==> src/rtl/cmd_burst_dispatcher.sv <==
// cmd_burst_dispatcher: pops decoded commands from an FWFT command FIFO,
// executes them against NUM_BANKS register banks and returns one response
// beat per access (burst reads give one beat per word) under ready/valid
// backpressure.
module cmd_burst_dispatcher #(
  parameter int unsigned DATA_W     = 8,
  parameter int unsigned ADDR_W     = 8,
  parameter int unsigned LEN_W      = 4,
  parameter int unsigned NUM_BANKS  = 2,
  parameter int unsigned RD_LATENCY = 1,
  localparam int unsigned BANK_W    = (NUM_BANKS > 1) ? $clog2(NUM_BANKS) : 1
) (
  input  logic              clk,
  input  logic              rst,
  input  logic              cmd_valid,
  input  logic [2:0]        cmd_op,
  input  logic [BANK_W-1:0] cmd_bank,
  input  logic [ADDR_W-1:0] cmd_addr,
  input  logic [DATA_W-1:0] cmd_data,
  input  logic [LEN_W-1:0]  cmd_len,
  output logic              cmd_rd_en,
  output logic [BANK_W-1:0] mem_bank_sel,
  output logic [ADDR_W-1:0] mem_addr,
  output logic              mem_wr_en,
  output logic [DATA_W-1:0] mem_wr_data,
  output logic              mem_rd_en,
  input  logic [DATA_W-1:0] mem_rd_data,
  output logic              resp_valid,
  input  logic              resp_ready,
  output logic [DATA_W-1:0] resp_data,
  output logic [ADDR_W-1:0] resp_addr,
  output logic [1:0]        resp_status,
  output logic              resp_last,
  output logic              busy,
  output logic [15:0]       cmd_count
);

  localparam int unsigned LAT_W = (RD_LATENCY > 1) ? $clog2(RD_LATENCY) : 1;
  localparam logic [LAT_W-1:0] LAT_LAST = LAT_W'(RD_LATENCY - 1);

  localparam logic [1:0] RESP_OK       = 2'd0;
  localparam logic [1:0] RESP_ERR_OP   = 2'd1;
  localparam logic [1:0] RESP_ERR_BANK = 2'd2;

  typedef enum logic [2:0] {
    OP_NOP   = 3'd0,
    OP_WRITE = 3'd1,
    OP_READ  = 3'd2,
    OP_BURST = 3'd3
  } op_e;

  typedef enum logic [1:0] {
    S_IDLE,
    S_EXEC,
    S_RD_WAIT,
    S_RESP
  } state_e;

  state_e            state_q, state_d;
  logic [2:0]        op_q, op_d;
  logic [BANK_W-1:0] bank_q, bank_d;
  logic [ADDR_W-1:0] addr_q, addr_d;
  logic [DATA_W-1:0] data_q, data_d;
  logic [LEN_W-1:0]  len_q, len_d;
  logic [LEN_W-1:0]  beat_q, beat_d;
  logic [LAT_W-1:0]  lat_q, lat_d;
  logic [DATA_W-1:0] resp_data_q, resp_data_d;
  logic [1:0]        resp_status_q, resp_status_d;
  logic              resp_last_q, resp_last_d;
  logic [15:0]       cmd_count_q, cmd_count_d;
  logic              bank_ok;

  // The bank field may encode values beyond NUM_BANKS when it is not a power of two
  assign bank_ok = (32'(bank_q) < NUM_BANKS);

  assign mem_bank_sel = bank_q;
  assign mem_addr     = addr_q;
  assign mem_wr_data  = data_q;
  assign resp_data    = resp_data_q;
  assign resp_addr    = addr_q;
  assign resp_status  = resp_status_q;
  assign resp_last    = resp_last_q;
  assign cmd_count    = cmd_count_q;
  assign busy         = rst && (state_q != S_IDLE);

  // Next-state and strobe logic; strobes are forced low while reset is asserted
  always_comb begin
    state_d       = state_q;
    op_d          = op_q;
    bank_d        = bank_q;
    addr_d        = addr_q;
    data_d        = data_q;
    len_d         = len_q;
    beat_d        = beat_q;
    lat_d         = lat_q;
    resp_data_d   = resp_data_q;
    resp_status_d = resp_status_q;
    resp_last_d   = resp_last_q;
    cmd_count_d   = cmd_count_q;
    cmd_rd_en     = 1'b0;
    mem_wr_en     = 1'b0;
    mem_rd_en     = 1'b0;
    resp_valid    = 1'b0;

    case (state_q)
      S_IDLE: begin
        if (cmd_valid) begin
          cmd_rd_en = 1'b1;
          op_d      = cmd_op;
          bank_d    = cmd_bank;
          addr_d    = cmd_addr;
          data_d    = cmd_data;
          len_d     = (cmd_op == OP_BURST) ? cmd_len : '0;
          beat_d    = '0;
          state_d   = S_EXEC;
        end
      end

      S_EXEC: begin
        resp_data_d   = '0;
        resp_status_d = RESP_OK;
        resp_last_d   = 1'b1;
        lat_d         = '0;
        if (op_q[2]) begin
          resp_status_d = RESP_ERR_OP;
          state_d       = S_RESP;
        end else if ((op_q != OP_NOP) && !bank_ok) begin
          resp_status_d = RESP_ERR_BANK;
          state_d       = S_RESP;
        end else begin
          case (op_q)
            OP_WRITE: begin
              mem_wr_en   = 1'b1;
              resp_data_d = data_q;
              state_d     = S_RESP;
            end
            OP_READ: begin
              mem_rd_en = 1'b1;
              state_d   = S_RD_WAIT;
            end
            OP_BURST: begin
              mem_rd_en   = 1'b1;
              resp_last_d = (beat_q == len_q);
              state_d     = S_RD_WAIT;
            end
            default: begin
              state_d = S_RESP;
            end
          endcase
        end
      end

      S_RD_WAIT: begin
        if (lat_q == LAT_LAST) begin
          resp_data_d = mem_rd_data;
          state_d     = S_RESP;
        end else begin
          lat_d = lat_q + 1'b1;
        end
      end

      S_RESP: begin
        resp_valid = 1'b1;
        if (resp_ready) begin
          if (!resp_last_q) begin
            addr_d  = addr_q + 1'b1;
            beat_d  = beat_q + 1'b1;
            state_d = S_EXEC;
          end else begin
            cmd_count_d = cmd_count_q + 16'd1;
            state_d     = S_IDLE;
          end
        end
      end

      default: begin
        state_d = S_IDLE;
      end
    endcase

    if (!rst) begin
      cmd_rd_en  = 1'b0;
      mem_wr_en  = 1'b0;
      mem_rd_en  = 1'b0;
      resp_valid = 1'b0;
    end
  end

  // State and datapath registers with synchronous active-low reset
  always_ff @(posedge clk) begin
    if (!rst) begin
      state_q       <= S_IDLE;
      op_q          <= '0;
      bank_q        <= '0;
      addr_q        <= '0;
      data_q        <= '0;
      len_q         <= '0;
      beat_q        <= '0;
      lat_q         <= '0;
      resp_data_q   <= '0;
      resp_status_q <= '0;
      resp_last_q   <= 1'b0;
      cmd_count_q   <= '0;
    end else begin
      state_q       <= state_d;
      op_q          <= op_d;
      bank_q        <= bank_d;
      addr_q        <= addr_d;
      data_q        <= data_d;
      len_q         <= len_d;
      beat_q        <= beat_d;
      lat_q         <= lat_d;
      resp_data_q   <= resp_data_d;
      resp_status_q <= resp_status_d;
      resp_last_q   <= resp_last_d;
      cmd_count_q   <= cmd_count_d;
    end
  end

endmodule
==> config.mk <==
export PLATFORM = sky130hd
export DESIGN_NAME = cmd_burst_dispatcher
export DESIGN_NICKNAME = d
export VERILOG_FILES = /design/src/rtl/cmd_burst_dispatcher.sv
export SDC_FILE = /design/constraint.sdc
export NUM_CORES = 1
export LEC_CHECK = 0
export ABC_CLOCK_PERIOD_IN_PS = 2000
export BUFFER_PORTS_ARGS = -buffer_cell sky130_fd_sc_hd__buf_4
export CAP_MARGIN = 10
export CORE_ASPECT_RATIO = 1.5
export CORE_MARGIN = 10
export CORE_UTILIZATION = 50
export CTS_CLUSTER_DIAMETER = 80
export CTS_CLUSTER_SIZE = 10
export DETAILED_ROUTE_END_ITERATION = 10
export GPL_TIMING_DRIVEN = 0
export PLACE_DENSITY = 0.86
export SLEW_MARGIN = 10
export SYNTH_ARGS = -nofsm -noshare
export SYNTH_HDL_FRONTEND = slang
export SYNTH_SLANG_ARGS = --single-unit
==> constraint.sdc <==
create_clock -name clk -period 2 [get_ports clk]
set_clock_uncertainty 0.05 [all_clocks]
set_input_delay 0.2 -clock clk [delete_from_list [all_inputs] [get_ports clk]]
set_output_delay 0.2 -clock clk [all_outputs]
set_load 0.02 [all_outputs]
# [Word level (Yosys, flattened, before mapping)]
# Index checks and enable logic that the tools add are counted.
[totals] regBits=58 latch_bits=0 ramBits=0 romBits=0 in_bits=36 out_inout_bits=57 wordCells=77 mem_count=0
[classes] n_addsub=4 n_mul=0 div_mod_pow=0 order_cmp=0 eq_ne=12 shift=0 mux=38 bitwise=0 n_reduce_logical=11
[ops] operator="$mux 8" n=6
[ops] operator="$pmux 8 s2" n=2
[ops] operator="$mux 1" n=20
[ops] operator="$add 16x1->16 const B" n=1
[ops] operator="$mux 4" n=4
[ops] operator="$eq 3x2->1 const B" n=3
[ops] operator="$add 8x1->8 const B" n=1
[ops] operator="$ne 2x2->1 const B" n=4
[ops] operator="$pmux 2 s4" n=1
[ops] operator="$pmux 4 s2" n=1
[ops] operator="$mux 2" n=3
[ops] operator="$reduce_and 3->1" n=2
[ops] operator="$reduce_bool 2->1" n=3
[ops] operator="$add 4x1->4 const B" n=1
[ops] operator="$eq 2x2->1 const B" n=2
[ops] operator="$eq 4x4->1" n=1
[ops] operator="$reduce_and 2->1" n=2
[ops] operator="$reduce_and 4->1" n=1
[ops] operator="$eq 3x1->1 const B" n=1
[ops] operator="$eq 2x1->1 const B" n=1
[ops] operator="$logic_not 2->1" n=1
[ops] operator="$pmux 1 s2" n=1
[ops] operator="$reduce_or 2->1" n=1
[ops] operator="$add 1x1->1 const B" n=1
[ops] operator="$logic_and 1x1->1" n=1

# [Longest topological paths before layout]
[logic_depth] ltp_word=6 depth_mapped=7 depth_no_buf=6

# [Least setup slack after synthesis]
# OpenSTA, ideal clock, no wires.
[synth_timing] path_type="flip-flop to flip-flop" startpoint="reg state_q[0]" endpoint="reg cmd_count_q[14] (netlist: cmd_count[14])" setup_ns=0.071 arrival_time_ns=1.538 required_time_ns=1.879 slack_ns=0.342 stages_incl_launch_ff=7 path_buffers=1 synth_period_minus_slack_ns=1.658 path_cell_list="dfxtp_1 -> ha_1 -> and4_1 -> buf_2 -> nand2_1 -> or4_1 -> a21oi_1"
[synth_via] elab_chain_cells=2
[synth_rtl] item="from (decl)" line_no="59" text="state_e state_q, state_d;"
[synth_rtl] item="from (signal assigned)" line_no="205" text="state_q <= state_d;"
[synth_rtl] item="$eq 2x2->1" line_no="105" text="case (state_q)"
[synth_rtl] item="$reduce_and 3->1 (no source line)"
[synth_rtl] item="to (signal assigned)" line_no="216" text="cmd_count_q <= cmd_count_d;"
[synth_rtl] item="to (decl)" line_no="70" text="logic [15:0] cmd_count_q, cmd_count_d;"
# Every way passes these cells.
# A chain may end at the register's enable or synchronous reset.

# [Final worst setup path]
[layout_timing] startpoint="reg state_q[1]" endpoint="out cmd_rd_en"
[layout_via] elab_chain_cells=3
[layout_rtl] item="$logic_not 2->1" line_no="105"
[layout_rtl] item="$mux 1" line_no="105"
[layout_rtl] item="$mux 1" line_no="181" text="if (!rst) begin"
[layout_rtl] item="to (decl)" line_no="21" text="output logic cmd_rd_en,"
# Every way passes these cells.

==> results.yml <==
yosys:
  synth_area_leaders: "dfxtp_1, a21oi_1, nand2_1, ha_1, nor2_1"
  postSynth.asyncResetShare: 0
  synth_edf_count: 0
  syn_nets: 372
  synth.most_common_cell: "dfxtp_1"
  ys_seq_area_frac: 0.416
  yosys-top-cells-count: "dfxtp_1, nand2_1, a21oi_1"
  syn_avg_cell_area_um2: 8.25
  synth_top_flop_cell: "dfxtp_1"
  yosysTopAreaCellShare: 0.416
  synthCells: 327
  yosys_warnings: 0
  synth.distinct_cells: 47
  yosys_register_bits: 56
  post-synth-top-area-cell: "dfxtp_1"
  syn_area_mm2: 0.00270
sta:
  slew_headroom: 0.622
  timing.fmax_mhz: 524
  fin_crit_sh: 0.955
  slew_viol_final: 0
  fin_ws_ns: 0.0907
  tns_ns: 0
  rsz0062_at_grt: "false"
  worst_pin_slew_ns: 0.567
  finalHoldViolCount: 0
  fin_crit_ns: 1.91
  setup_viol: 0
critical_path:
  critPathKind: "flip-flop to output port"
  crit_top_cell: "buf_4"
  slowest_delay_ns: 0.40
  critPathLaunchType: "flip-flop"
  worstPathArrival_ns: 1.66
  cp_slowest_cell: "dfxtp_1"
  crit_chain: "inv_1, ha_4, nand2_2, buf_4, nor2_1, buf_4"
  crit_fanout: 10
  endpoint_kind: "output port"
  crit_required_ns: 1.75
die:
  ios: 93
  fp.dieW_um: 80.0
  rows: 32
  start_util: 0.518
  die_h_um: 110
  die_area_mm2: 0.00879
  core_area_mm2: 0.00520
place:
  dpl_worst_slack_ns: 0.0568
  place_inst: 486
  placement.cell_area_mm2: 0.00347
  dp_hpwl_um: 6010
  portBuffers: 91
  gp_congestion: 0.814
final_layout:
  antenna_cells: 0
  fin_cells: 493
  nNetsFinal: 469
  multi_input_area_mm2: 0.00144
  area_growth_syn_to_layout_pct: 32.9
  n_fill_cell: 440
  layout.area.seq_mm2: 0.00112
  drive_gt1_frac: 0.294
  fin_area_mm2: 0.00358
clock_network:
  cts_buffers: 5
  cts_tree: "built"
  clk_pin_slew_worst_paths_ns: 0.10
  clockBufferDepth: 2
  cts-root-buf: "clkbuf_8"
  clkLatencyLatePin_ns: 0.31
  hold_buffers: 0
  postCtsSetupBuffers: 0
  cts.sinks: 56
  h-tree-depth: 2
routing:
  drt_iter0_drc: 153
  vias: 2678
  drtAntennaViolNets: 0
  drt-wirelength-per-cell_um: 15.5
  wl_um: 7650
  first_pass_iters: 4
  drc: 0
  vias_per_cell: 5.43
flow_run:
  maxCapViolCount: 0
status:
  status: "complete, no violations"
pwr:
  comb_power_share: 0.466
  power.total_w: 0.00406
  p_leak_nw: 1.53
  p_per_area_mw_per_mm2: 1130
  power.switching_w: 0.00166
  switching_share: 0.409
  p_seq_frac: 0.371
  peakVddDrop_v: 0.000732
  clkPwrFrac: 0.164
  p_int_w: 0.00240
grt:
  gr-total-overflow: 0
  grt_pass1_wl_um: 12100
  grt_max_degree: 18
  grt_pass1_vias: 2672
  grt_antenna_before_repair: 0
  grtUsageTotal: 0.169
min_path:
  hp-class: "primary input to flip-flop"
[worst max-delay path: cells and delay by family (launching register included)]
kind	cells	cell delay (ns)
adder cells (fa/ha/maj)	1	0.20
buffers and inverters	3	0.53
flip-flops	1	0.40
AND/OR/NAND/NOR	2	0.21
[metal layers]
layer	track usage	wire [um]
met2	0.304	3830
met1	0.166	2920
met5	0	0
met4	0.0619	114
met3	0.0760	787
[path summary, 6_finish.rpt]
check          startpoint       endpoint  slack, ns  cells after the start
max            state_q[1]      cmd_rd_en       0.09                      6
min            cmd_len[3]       len_q[3]       0.07                      3
max reg2reg    state_q[1]  cmd_count[13]       0.14                      6
min reg2reg  mem_bank_sel   mem_bank_sel       0.42                      2
[state kept, by name (all words and copies together) (netlist names)]
name and count:
beat_q 4, cmd_count 16, len_q 4, mem_addr 8
mem_bank_sel 1, mem_wr_data 8, op_q 3, resp_data 8
resp_last 1, resp_status 1, state_q 2
[cell type report]
class	instances	area share
Buffer	23	0.0373
Clock buffer	6	0.0230
Clock inverter	2	0.00384
Inverter	6	0.00628
Multi-Input combinational cell	241	0.402
Sequential cell	56	0.313
Tap cell	68	0.0237
Timing Repair Buffer	91	0.191
[stage by stage]
stage,utilization,hold WS [ns]
final,0.689,0.0652
after global routing,0.689,0.0738
after CTS,0.685,0.0621
after detailed placement,0.666,0.395
after global placement,0.666,0.386
after floorplan,-,0.286
[what timing repair did]
| item | 4_1_cts | 5_1_grt |
|---|---|---|
| resized for setup | 5 | 5 |
| setup endpoints to repair | 2 | 5 |
| gates cloned | 0 | 0 |
[cells by family after synthesis]
kind of cell	Yosys count	share of synthesized area
xor+xnor	13	0.0422
mux	6	0.0223
simple gates	130	0.239
buf+inv	30	0.0566
flops	56	0.416
compound gates	82	0.181
other cells	1	0.00139
fa+ha+maj	9	0.0417
[cells in the final DEF, fill, tap and decap left out, drive strengths merged, types with 7 or more instances in the layout]
cell type,Yosys,routed
buf,15,106
dfxtp,56,56
nand2,45,45
a21oi,36,36
nor2,26,26
o21ai,18,18
nand3,15,15
clkbuf,9,14
a22oi,12,12
xor2,9,9
ha,9,9
inv,6,7
[power by group through the flow]
stage | clock network [W] | logic (W) | registers [W]
after floorplan | 0 | 0.000979 | 0.00167
after global placement | 0 | 0.00178 | 0.00151
after detailed placement | 0 | 0.00182 | 0.00152
after CTS | 0.000673 | 0.00184 | 0.00150
after global routing | 0.000707 | 0.00206 | 0.00153
final | 0.000664 | 0.00189 | 0.00151
No activity file was read; power rests on OpenSTA's default activity.
